===== src/rtl/fft_pkg.sv =====
// rtl/fft_pkg.sv - shared constants and state encoding for the FFT stage sequencer
package fft_pkg;
    localparam int LOG2N   = 8;
    localparam int N       = 1 << LOG2N;
    localparam int BF_LAT  = 3;
    localparam int STAGE_W = 4;
    localparam int CNT_W   = $clog2(BF_LAT + 2);

    typedef enum logic [2:0] {
        ST_IDLE  = 3'd0,
        ST_GAP   = 3'd1,
        ST_RUN   = 3'd2,
        ST_DRAIN = 3'd3,
        ST_FIN   = 3'd4
    } state_t;

    typedef logic [STAGE_W-1:0] stage_t;
endpackage


===== src/rtl/fft_stage_ctrl_if.sv =====
// rtl/fft_stage_ctrl_if.sv - control/generator signal bundle of the FFT stage sequencer
interface fft_stage_ctrl_if;
    import fft_pkg::*;

    logic   start;
    logic   abort;
    logic   agen_done;
    logic   agen_en;
    stage_t stage;
    logic   rd_valid;
    logic   bf_we;
    logic   bank_sel;
    logic   busy;
    logic   done;

    modport master (
        input  start, abort, agen_done,
        output agen_en, stage, rd_valid, bf_we, bank_sel, busy, done
    );

    modport slave (
        output start, abort, agen_done,
        input  agen_en, stage, rd_valid, bf_we, bank_sel, busy, done
    );
endinterface


===== src/rtl/fft_valid_delay.sv =====
// rtl/fft_valid_delay.sv - DEPTH-cycle valid shift register with synchronous clear
module fft_valid_delay #(
    parameter int DEPTH = 3
) (
    input  logic clk,
    input  logic rst,
    input  logic clr,
    input  logic din,
    output logic dout
);
    logic [DEPTH-1:0] sr_q;
    logic [DEPTH-1:0] sr_d;

    always_comb begin
        sr_d = (sr_q << 1) | DEPTH'(din);
        if (clr) begin
            sr_d = '0;
        end
    end

    always_ff @(posedge clk) begin
        if (rst) begin
            sr_q <= '0;
        end else begin
            sr_q <= sr_d;
        end
    end

    assign dout = sr_q[DEPTH-1];
endmodule


===== src/rtl/fft_stage_ctrl.sv =====
// rtl/fft_stage_ctrl.sv - steps the butterfly address generator through all FFT stages
module fft_stage_ctrl
    import fft_pkg::*;
(
    input  logic             clk,
    input  logic             rst,
    fft_stage_ctrl_if.master bus
);
    state_t           state_q, state_d;
    stage_t           stage_q, stage_d;
    logic             bank_q, bank_d;
    logic [CNT_W-1:0] cnt_q, cnt_d;
    logic             rd_valid_q, rd_valid_d;

    always_ff @(posedge clk) begin
        if (rst) begin
            state_q    <= ST_IDLE;
            stage_q    <= STAGE_W'(1);
            bank_q     <= 1'b0;
            cnt_q      <= '0;
            rd_valid_q <= 1'b0;
        end else begin
            state_q    <= state_d;
            stage_q    <= stage_d;
            bank_q     <= bank_d;
            cnt_q      <= cnt_d;
            rd_valid_q <= rd_valid_d;
        end
    end

    always_comb begin
        state_d    = state_q;
        stage_d    = stage_q;
        bank_d     = bank_q;
        cnt_d      = cnt_q;
        rd_valid_d = 1'b0;
        case (state_q)
            ST_IDLE: begin
                if (bus.start) begin
                    state_d = ST_GAP;
                    stage_d = STAGE_W'(1);
                    bank_d  = 1'b0;
                end
            end
            ST_GAP: begin
                state_d = ST_RUN;
            end
            ST_RUN: begin
                rd_valid_d = ~bus.agen_done;
                if (bus.agen_done) begin
                    state_d = ST_DRAIN;
                    cnt_d   = CNT_W'(BF_LAT + 1);
                end
            end
            ST_DRAIN: begin
                if (cnt_q == '0) begin
                    if (stage_q == STAGE_W'(LOG2N)) begin
                        state_d = ST_FIN;
                    end else begin
                        state_d = ST_GAP;
                        stage_d = stage_q + STAGE_W'(1);
                        bank_d  = ~bank_q;
                    end
                end else begin
                    cnt_d = cnt_q - CNT_W'(1);
                end
            end
            ST_FIN: begin
                state_d = ST_IDLE;
                bank_d  = ~bank_q;
            end
            default: begin
                state_d = ST_IDLE;
            end
        endcase
        // Abort wins over every transition; the bank in use is kept for inspection.
        if (bus.abort) begin
            state_d    = ST_IDLE;
            stage_d    = stage_q;
            bank_d     = bank_q;
            cnt_d      = '0;
            rd_valid_d = 1'b0;
        end
    end

    fft_valid_delay #(
        .DEPTH (BF_LAT)
    ) u_we_delay (
        .clk  (clk),
        .rst  (rst),
        .clr  (bus.abort),
        .din  (rd_valid_q),
        .dout (bus.bf_we)
    );

    assign bus.agen_en  = (state_q == ST_RUN);
    assign bus.busy     = (state_q != ST_IDLE);
    assign bus.done     = (state_q == ST_FIN);
    assign bus.stage    = stage_q;
    assign bus.bank_sel = bank_q;
    assign bus.rd_valid = rd_valid_q;
endmodule


===== src/flat_wrapper.sv =====
// flat-port wrapper written by rule: the top's interface ports become plain ports
module fft_stage_ctrl_flat import fft_pkg::*;
  (clk, rst, bus_start, bus_abort, bus_agen_done, bus_agen_en, bus_stage, bus_rd_valid, bus_bf_we, bus_bank_sel, bus_busy, bus_done);
  fft_stage_ctrl_if bus_i ();
  input  logic clk;
  input  logic rst;
  input wire logic [$bits(bus_i.start)-1:0] bus_start;
  input wire logic [$bits(bus_i.abort)-1:0] bus_abort;
  input wire logic [$bits(bus_i.agen_done)-1:0] bus_agen_done;
  output wire logic [$bits(bus_i.agen_en)-1:0] bus_agen_en;
  output wire logic [$bits(bus_i.stage)-1:0] bus_stage;
  output wire logic [$bits(bus_i.rd_valid)-1:0] bus_rd_valid;
  output wire logic [$bits(bus_i.bf_we)-1:0] bus_bf_we;
  output wire logic [$bits(bus_i.bank_sel)-1:0] bus_bank_sel;
  output wire logic [$bits(bus_i.busy)-1:0] bus_busy;
  output wire logic [$bits(bus_i.done)-1:0] bus_done;
  assign bus_i.start = bus_start;
  assign bus_i.abort = bus_abort;
  assign bus_i.agen_done = bus_agen_done;
  assign bus_agen_en = bus_i.agen_en;
  assign bus_stage = bus_i.stage;
  assign bus_rd_valid = bus_i.rd_valid;
  assign bus_bf_we = bus_i.bf_we;
  assign bus_bank_sel = bus_i.bank_sel;
  assign bus_busy = bus_i.busy;
  assign bus_done = bus_i.done;
  fft_stage_ctrl u_core (.clk(clk), .rst(rst), .bus(bus_i));
endmodule

===== config.mk =====
export PLATFORM = sky130hd
export DESIGN_NAME = fft_stage_ctrl_flat
export DESIGN_NICKNAME = d
export VERILOG_FILES = /design/src/rtl/fft_pkg.sv /design/src/rtl/fft_stage_ctrl_if.sv /design/src/rtl/fft_valid_delay.sv /design/src/rtl/fft_stage_ctrl.sv /design/src/flat_wrapper.sv
export SDC_FILE = /design/constraint.sdc
export NUM_CORES = 1
export LEC_CHECK = 0
export ABC_AREA = 1
export BUFFER_PORTS_ARGS = -buffer_cell sky130_fd_sc_hd__buf_2
export CAP_MARGIN = 40
export CORE_MARGIN = 8
export CORE_UTILIZATION = 45
export CTS_BUF_LIST = sky130_fd_sc_hd__clkbuf_16
export CTS_CLUSTER_DIAMETER = 50
export DETAILED_ROUTE_END_ITERATION = 16
export GPL_TIMING_DRIVEN = 0
export PLACE_DENSITY = 0.67
export SYNTH_ARGS = -nofsm -noshare
export SYNTH_HDL_FRONTEND = slang
export SYNTH_HIERARCHICAL = 1
export SYNTH_SLANG_ARGS = --single-unit

===== constraint.sdc =====
create_clock -name clk -period 3.9 [get_ports clk]
set_input_delay 0.78 -clock clk [delete_from_list [all_inputs] [get_ports clk]]
set_output_delay 0.78 -clock clk [all_outputs]
set_load 0.1 [all_outputs]

==> results of run 1 <==
==> final cells by class <==
cell class,instances,area (um2)
clock buffer,3,75.1
clock inverter,1,3.75
fill,158,722
inverter,23,86.3
multi-input combinational,79,410
sequential,15,300
tap,17,21.3
timing repair buffer,14,70.1
==> power breakdown <==
group          leakage (nW)  switching, mW  total [mW]  internal, mW
clock network        0.0423         0.0590       0.194         0.135
registers             0.122        0.00440       0.163         0.158
logic                 0.326         0.0576      0.0744        0.0168
==> how the worst max path moves through the flow <==
stage,startpoint,endpoint,cells past startpoint
floorplan,u_core/state_q[0]$_SDFFE_PP0P_,bus_done,3
finish,u_core/state_q[0]$_SDFFE_PP0P_,bus_done,4
global route,u_core/state_q[0]$_SDFFE_PP0P_,bus_done,4
CTS,u_core/state_q[0]$_SDFFE_PP0P_,bus_done,4
global placement,u_core/state_q[0]$_SDFFE_PP0P_,bus_done,4
detailed placement,u_core/state_q[0]$_SDFFE_PP0P_,bus_done,4
==> worst max-delay path: cells and delay by family, from the launching register on <==
kind                   cells  cell delay (ps)
and+or+nand+nor            2              350
buffers and inverters      2              570
DFF                        1              340
==> cells by family after synthesis <==
logic type      Yosys count
flops                    15
buf+inv                  23
fa+ha+maj                 4
xor+xnor                  1
simple gates             59
compound gates           15
==> sequential cells by signal, summed over array words and instances (netlist names) <==
register / flops
u_core/bus.bank_sel: 1
u_core/bus.stage: 4
u_core/cnt_q: 3
u_core/u_we_delay/sr_q: 3
u_core/bus.rd_valid: 1
u_core/state_q: 3
==> Yosys cell counts <==
| cell | count |
|---|---|
| sky130_fd_sc_hd__nand2_1 | 21 |
| sky130_fd_sc_hd__inv_1 | 20 |
| sky130_fd_sc_hd__nor2_1 | 19 |
| sky130_fd_sc_hd__dfxtp_1 | 15 |
| sky130_fd_sc_hd__nand3_1 | 11 |
| sky130_fd_sc_hd__a21oi_1 | 8 |
| sky130_fd_sc_hd__ha_1 | 4 |
| sky130_fd_sc_hd__o21ai_1 | 4 |
| sky130_fd_sc_hd__inv_2 | 3 |
| sky130_fd_sc_hd__nand2_2 | 2 |
| sky130_fd_sc_hd__nand3_2 | 2 |
| sky130_fd_sc_hd__nor2_4 | 2 |
| sky130_fd_sc_hd__o21bai_1 | 2 |
| sky130_fd_sc_hd__nand4_1 | 1 |
| sky130_fd_sc_hd__nor3_1 | 1 |
| sky130_fd_sc_hd__o21ai_0 | 1 |
| sky130_fd_sc_hd__xnor2_1 | 1 |
==> metal layers <==
layer / up-vias / global-route usage [%] / routed length (um)
met5: - / 0 / 0
met4: 0 / 6.64 / 38
met3: 5 / 3.31 / 104
met2: 18 / 18.2 / 785
met1: 353 / 12.3 / 773
li1: 401 / - / -
==> tab_implementation.tex, run 1 <==
\begin{tabular}{lr}
\hline
Metric & Value \\
\hline
\multicolumn{2}{l}{\textbf{Run status}} \\
Outcome & finished, final reports clean \\
\multicolumn{2}{l}{\textbf{Global route}} \\
Number of antenna violations at the first check in global routing & 0 \\
Leftover overflow at the end of global routing & 0 \\
Via count of the first global-routing pass & 720 \\
Wire length of the first global-routing pass & 2970 um \\
Largest net degree at the start of global routing & 9 \\
All-Layer GR Usage & 11.1\% \\
\multicolumn{2}{l}{\textbf{Min path}} \\
Worst hold path type & flop to flop \\
End of the worst hold path & u\_core/u\_we\_delay/sr\_q[2]\$\_SDFF\_PP0\_ \\
HP Start & u\_core/u\_we\_delay/sr\_q[1]\$\_SDFF\_PP0\_ \\
Hold depth & 2 \\
\multicolumn{2}{l}{\textbf{Place}} \\
Instance area at placement & 888 um2 \\
Count of input and output buffers & 14 \\
Cell Count Post-Placement & 148 \\
Placer Congestion & 0.852 \\
HPWL reported at the end of detailed placement & 1300 um \\
Setup slack at placement & 1900 ps \\
\multicolumn{2}{l}{\textbf{Route}} \\
Number of violations reported at the end of detailed-routing iteration 0 & 19 \\
Remaining antenna violation count & 0 \\
Via count & 777 \\
Number of DRC violations after detailed routing & 0 \\
Number of detailed-routing iterations run before antenna repair & 4 \\
Detailed-route wire length per cell & 11.2 um \\
Via/cell ratio & 5.11 \\
Sum of routed wire length over all layers & 1700 um \\
\multicolumn{2}{l}{\textbf{Critical path}} \\
Delay contributed by the slowest stage of the critical path & 450 ps \\
Capture instance of the worst register-to-register path & u\_core/bus.stage[2]\$\_SDFFE\_PP0P\_ \\
Worst EP arrival & 1510 ps \\
Cells traversed along the worst timing path & nor2\_1 -> inv\_1 -> nor2\_1 -> buf\_2 \\
Cells on worst reg2reg path & 9 \\
Peak fanout along the critical path & 5 \\
Critical path start-end classification & flop to output port \\
Worst R2R Start & u\_core/bus.stage[0]\$\_SDFFE\_PP1P\_ \\
Crit path capture type & output port \\
Crit start category & flop \\
Cell mode on critical path & sky130\_fd\_sc\_hd\_\_nor2\_1 \\
Worst-case register-to-register setup slack & 2370 ps \\
Critical-path top delay cell & sky130\_fd\_sc\_hd\_\_buf\_2 \\
Crit path required time & 3120 ps \\
\multicolumn{2}{l}{\textbf{Logic synthesis}} \\
Fraction of the yosys area taken by sequential cells & 37.7\% \\
Area share of the largest cell type after synthesis & 37.7\% \\
Synth warn & 6 \\
Post-synth net total & 126 \\
Synthesized-area fraction occupied by and/or/nand/nor cells & 34.1\% \\
Multiplexer fraction of the synthesized cell area & 0\% \\
Yosys cell types & 17 \\
Synth Area in Adders & 6.28\% \\
Post-synthesis average cell area & 6.81 um2 \\
Post-synth top area cell & sky130\_fd\_sc\_hd\_\_dfxtp\_1 \\
Largest family of logic cells by synthesized area & simple AND/OR/NAND/NOR gates \\
Synthesized instance count & 117 \\
Area of the mapped netlist & 797 um2 \\
Top post-synthesis cells by area & sky130\_fd\_sc\_hd\_\_dfxtp\_1 (38\%), sky130\_fd\_sc\_hd\_\_nand2\_1 (9.9\%), sky130\_fd\_sc\_hd\_\_inv\_1 (9.4\%), sky130\_fd\_sc\_hd\_\_nor2\_1 (8.9\%), sky130\_fd\_sc\_hd\_\_nand3\_1 (6.9\%) \\
Flops \& latches, synth & 15 \\
Share of the synthesized area in compound gates (AO/OA/AOI/OAI) & 10.0\% \\
Xor and xnor area share after synthesis & 1.10\% \\
\multicolumn{2}{l}{\textbf{STA}} \\
RSZ-0062 raised after global routing & no \\
Post-Route Hold Slack & 407 ps \\
Post-route minimum period & 2290 ps \\
Transition time of the tightest slew-check pin & 489 ps \\
Clock Skews & 1.77 ps \\
Final setup violation count & 0 \\
Final hold violation count & 0 \\
Crit share post-route & 58.6\% \\
Slew Viols, Final & 0 \\
Slew Limit Headroom & 67.6\% \\
Setup TNS & 0 ps \\
Peak Freq & 0.438 GHz \\
Worst Slack Setup Final & 1610 ps \\
\multicolumn{2}{l}{\textbf{Cells and area}} \\
Number of nets in the finished design & 145 \\
Count of non-filler cells in the finished layout & 152 \\
Area growth from synthesis to final layout & 21.4\% \\
Final core utilization & 57.3\% \\
Fraction of layout cells with a size suffix above 1 & 19.3\% \\
Final design instance area without fill & 967 um2 \\
Diodes inserted & 0 \\
Leading cell types in the layout, fill and taps excluded & sky130\_fd\_sc\_hd\_\_inv\_1 (21), sky130\_fd\_sc\_hd\_\_nand2\_1 (21), sky130\_fd\_sc\_hd\_\_nor2\_1 (19) \\
\multicolumn{2}{l}{\textbf{Clock tree}} \\
TritonCTS clock tree & done \\
TritonCTS buffer count & 3 \\
Clk\_lat worst skew & 240 ps \\
Clk pin slew, worst setup/hold paths & 50 ps \\
Clock Sink Count & 15 \\
CTS Buffer Depth & 2 \\
Cell chosen for the clock root & sky130\_fd\_sc\_hd\_\_clkbuf\_16 \\
Count of hold buffers inserted by post-cts repair & 0 \\
Count of instances resized after the clock tree is built & 0 \\
CTS HTree Levels & 1 \\
Post-CTS Setup Repair Bufs & 0 \\
\multicolumn{2}{l}{\textbf{Floorplanning}} \\
Initial core utilization & 47.2\% \\
Area of the die & 0.00337 mm2 \\
Vertical die dimension & 58.1 um \\
Count of pins on the block boundary & 15 \\
Core Box Area & 0.00169 mm2 \\
Core Rows & 15 \\
Die width & 58.1 um \\
\multicolumn{2}{l}{\textbf{Power and ir drop}} \\
PnR Total Power & 432 uW \\
Pwr dens & 446 mW/mm2 \\
Max VDD drop & 0.255 mV \\
Leakage component of the power & 0.490 nW \\
\multicolumn{2}{l}{\textbf{Flow run}} \\
Max capacitance violation total & 0 \\
\hline
\end{tabular}
Note: power is estimated with default switching activity, not from simulation.
==> run 2: changes to the inputs <==
Settings changed: PLACE_DENSITY 0.67 to 0.69.
Clock period 3.9 ns to 2.05 ns, I/O delays scaled along.
==> run 2 against run 1 <==
Against the previous run: worst setup slack worse by 1400 ps; sequential power rose by 90%; clock power up 89%; non-clock buffer count stayed put; combinational power increased by 91%; worst hold slack lost 20 ps; sequential share of layout area grew 0.098 points; register-to-register slack got worse by 1800 ps; wire length rose by 0.53%; first-iteration DRC count fell by 21%; count of clock-buffer cells in the layout is the same; largest cell class unchanged.
==> tab_implementation.tex, run 2 (same netlist as run 1, synthesis figures left out) <==
\begin{tabular}{lr}
\hline
Metric & Value \\
\hline
\multicolumn{2}{l}{\textbf{Floorplanning}} \\
Die width & 58.1 um \\
Core Rows & 15 \\
Vertical die dimension & 58.1 um \\
Area of the die & 0.00337 mm2 \\
Core Box Area & 0.00169 mm2 \\
Initial core utilization & 47.2\% \\
Count of pins on the block boundary & 15 \\
\multicolumn{2}{l}{\textbf{Clock tree}} \\
CTS HTree Levels & 1 \\
Clk pin slew, worst setup/hold paths & 50 ps \\
Count of instances resized after the clock tree is built & 0 \\
Count of hold buffers inserted by post-cts repair & 0 \\
CTS Buffer Depth & 2 \\
Clk\_lat worst skew & 240 ps \\
Post-CTS Setup Repair Bufs & 0 \\
TritonCTS clock tree & done \\
TritonCTS buffer count & 3 \\
Clock Sink Count & 15 \\
Cell chosen for the clock root & sky130\_fd\_sc\_hd\_\_clkbuf\_16 \\
\multicolumn{2}{l}{\textbf{Route}} \\
Number of detailed-routing iterations run before antenna repair & 4 \\
Sum of routed wire length over all layers & 1710 um \\
Number of DRC violations after detailed routing & 0 \\
Detailed-route wire length per cell & 11.3 um \\
Via count & 771 \\
Number of violations reported at the end of detailed-routing iteration 0 & 15 \\
Via/cell ratio & 5.07 \\
Remaining antenna violation count & 0 \\
\multicolumn{2}{l}{\textbf{Global route}} \\
Largest net degree at the start of global routing & 9 \\
Wire length of the first global-routing pass & 2980 um \\
Via count of the first global-routing pass & 719 \\
Leftover overflow at the end of global routing & 0 \\
All-Layer GR Usage & 11.3\% \\
Number of antenna violations at the first check in global routing & 0 \\
\multicolumn{2}{l}{\textbf{Critical path}} \\
Crit start category & flop \\
Critical path start-end classification & flop to output port \\
Peak fanout along the critical path & 5 \\
Worst EP arrival & 1470 ps \\
Crit path required time & 1640 ps \\
Crit path capture type & output port \\
\multicolumn{2}{l}{\textbf{Power and ir drop}} \\
Comb power frac & 17.4\% \\
Max VDD drop & 0.455 mV \\
PnR Total Power & 820 uW \\
Internal power contribution & 591 uW \\
Sequential share of power & 37.8\% \\
Leakage component of the power & 0.490 nW \\
Clock network power share & 44.8\% \\
Switching power share of the total & 27.8\% \\
Pwr dens & 843 mW/mm2 \\
Net switching power & 228 uW \\
\multicolumn{2}{l}{\textbf{Cells and area}} \\
Final core utilization & 57.6\% \\
Total of fill cells in the finished design & 162 \\
Number of flip-flops under the largest register name & 4 \\
Leading cell types in the layout, fill and taps excluded & sky130\_fd\_sc\_hd\_\_inv\_1 (21), sky130\_fd\_sc\_hd\_\_nand2\_1 (21), sky130\_fd\_sc\_hd\_\_nor2\_1 (18) \\
Fraction of layout cells with a size suffix above 1 & 21.5\% \\
Area growth from synthesis to final layout & 22.0\% \\
Number of nets in the finished design & 145 \\
Diodes inserted & 0 \\
\multicolumn{2}{l}{\textbf{Place}} \\
Count of input and output buffers & 14 \\
Placer Congestion & 0.815 \\
HPWL reported at the end of detailed placement & 1310 um \\
\multicolumn{2}{l}{\textbf{STA}} \\
Setup TNS & 0 ps \\
Crit share post-route & 91.8\% \\
Transition time of the tightest slew-check pin & 491 ps \\
Final setup violation count & 0 \\
Peak Freq & 0.531 GHz \\
Slew Viols, Final & 0 \\
Final hold violation count & 0 \\
Post-route minimum period & 1880 ps \\
RSZ-0062 raised after global routing & no \\
Clock Skews & 4.37 ps \\
Slew Limit Headroom & 67.5\% \\
\multicolumn{2}{l}{\textbf{Min path}} \\
Worst hold path type & input pin to flop \\
\multicolumn{2}{l}{\textbf{Flow run}} \\
Max capacitance violation total & 0 \\
\multicolumn{2}{l}{\textbf{Run status}} \\
Outcome & finished, final reports clean \\
\hline
\end{tabular}
run 2: area by class of cell:
type                       count  area [um2]  share of cell area (%)
multi-input combinational     79         413                    42.5
sequential                    15         303                    31.1
inverter                      23        86.3                    8.88
clock buffer                   3        75.1                    7.72
timing repair buffer          14        70.1                    7.21
tap                           17        21.3                    2.19
clock inverter                 1        3.75                   0.386
run 2: final timing paths:
check,startpoint,to,slack (ps),cells after the start
worst min register to register,u_core/u_we_delay/sr_q[1]$_SDFF_PP0_,u_core/u_we_delay/sr_q[2]$_SDFF_PP0_,410,2
worst max register to register,u_core/bus.stage[0]$_SDFFE_PP1P_,u_core/bus.stage[1]$_SDFFE_PP0P_,580,9
worst min-delay path,rst,u_core/bus.stage[1]$_SDFFE_PP0P_,390,2
worst max-delay path,u_core/state_q[0]$_SDFFE_PP0P_,bus_done,170,4
run 2: worst max-delay path, stage by stage (launching register included):
cell and delay, ps:
sky130_fd_sc_hd__dfxtp_1 340, sky130_fd_sc_hd__nor2_1 210, sky130_fd_sc_hd__inv_1 120, sky130_fd_sc_hd__nor2_2 120
sky130_fd_sc_hd__buf_2 440
run 2: power groups by stage:
stage | registers (mW) | clock network [mW] | logic, mW
2_1_floorplan | 0.352 | 0 | 0.0790
3_3_place_gp | 0.315 | 0 | 0.140
3_5_place_dp | 0.316 | 0 | 0.142
4_1_cts | 0.310 | 0.373 | 0.143
5_1_grt | 0.311 | 0.394 | 0.155
6_report | 0.310 | 0.367 | 0.142
run 2: per-stage QoR:
step	std cells	instance area, um2	hold WS [ps]	setup WS, ps
2_1_floorplan	117	802	394	234
3_3_place_gp	148	893	396	439
3_5_place_dp	148	893	403	419
4_1_cts	152	972	384	156
5_1_grt	152	972	406	43.8
6_report	152	972	388	168
run 2: routing by layer:
layer | wire (um) | vias up | share of wire (%) | GRT usage [%]
li1 | - | 400 | - | -
met1 | 765 | 347 | 45 | 12.0
met3 | 106 | 4 | 6.2 | 3.53
met2 | 813 | 20 | 48 | 19.1
met4 | 25 | 0 | 1.5 | 6.64
met5 | 0 | - | 0 | 0
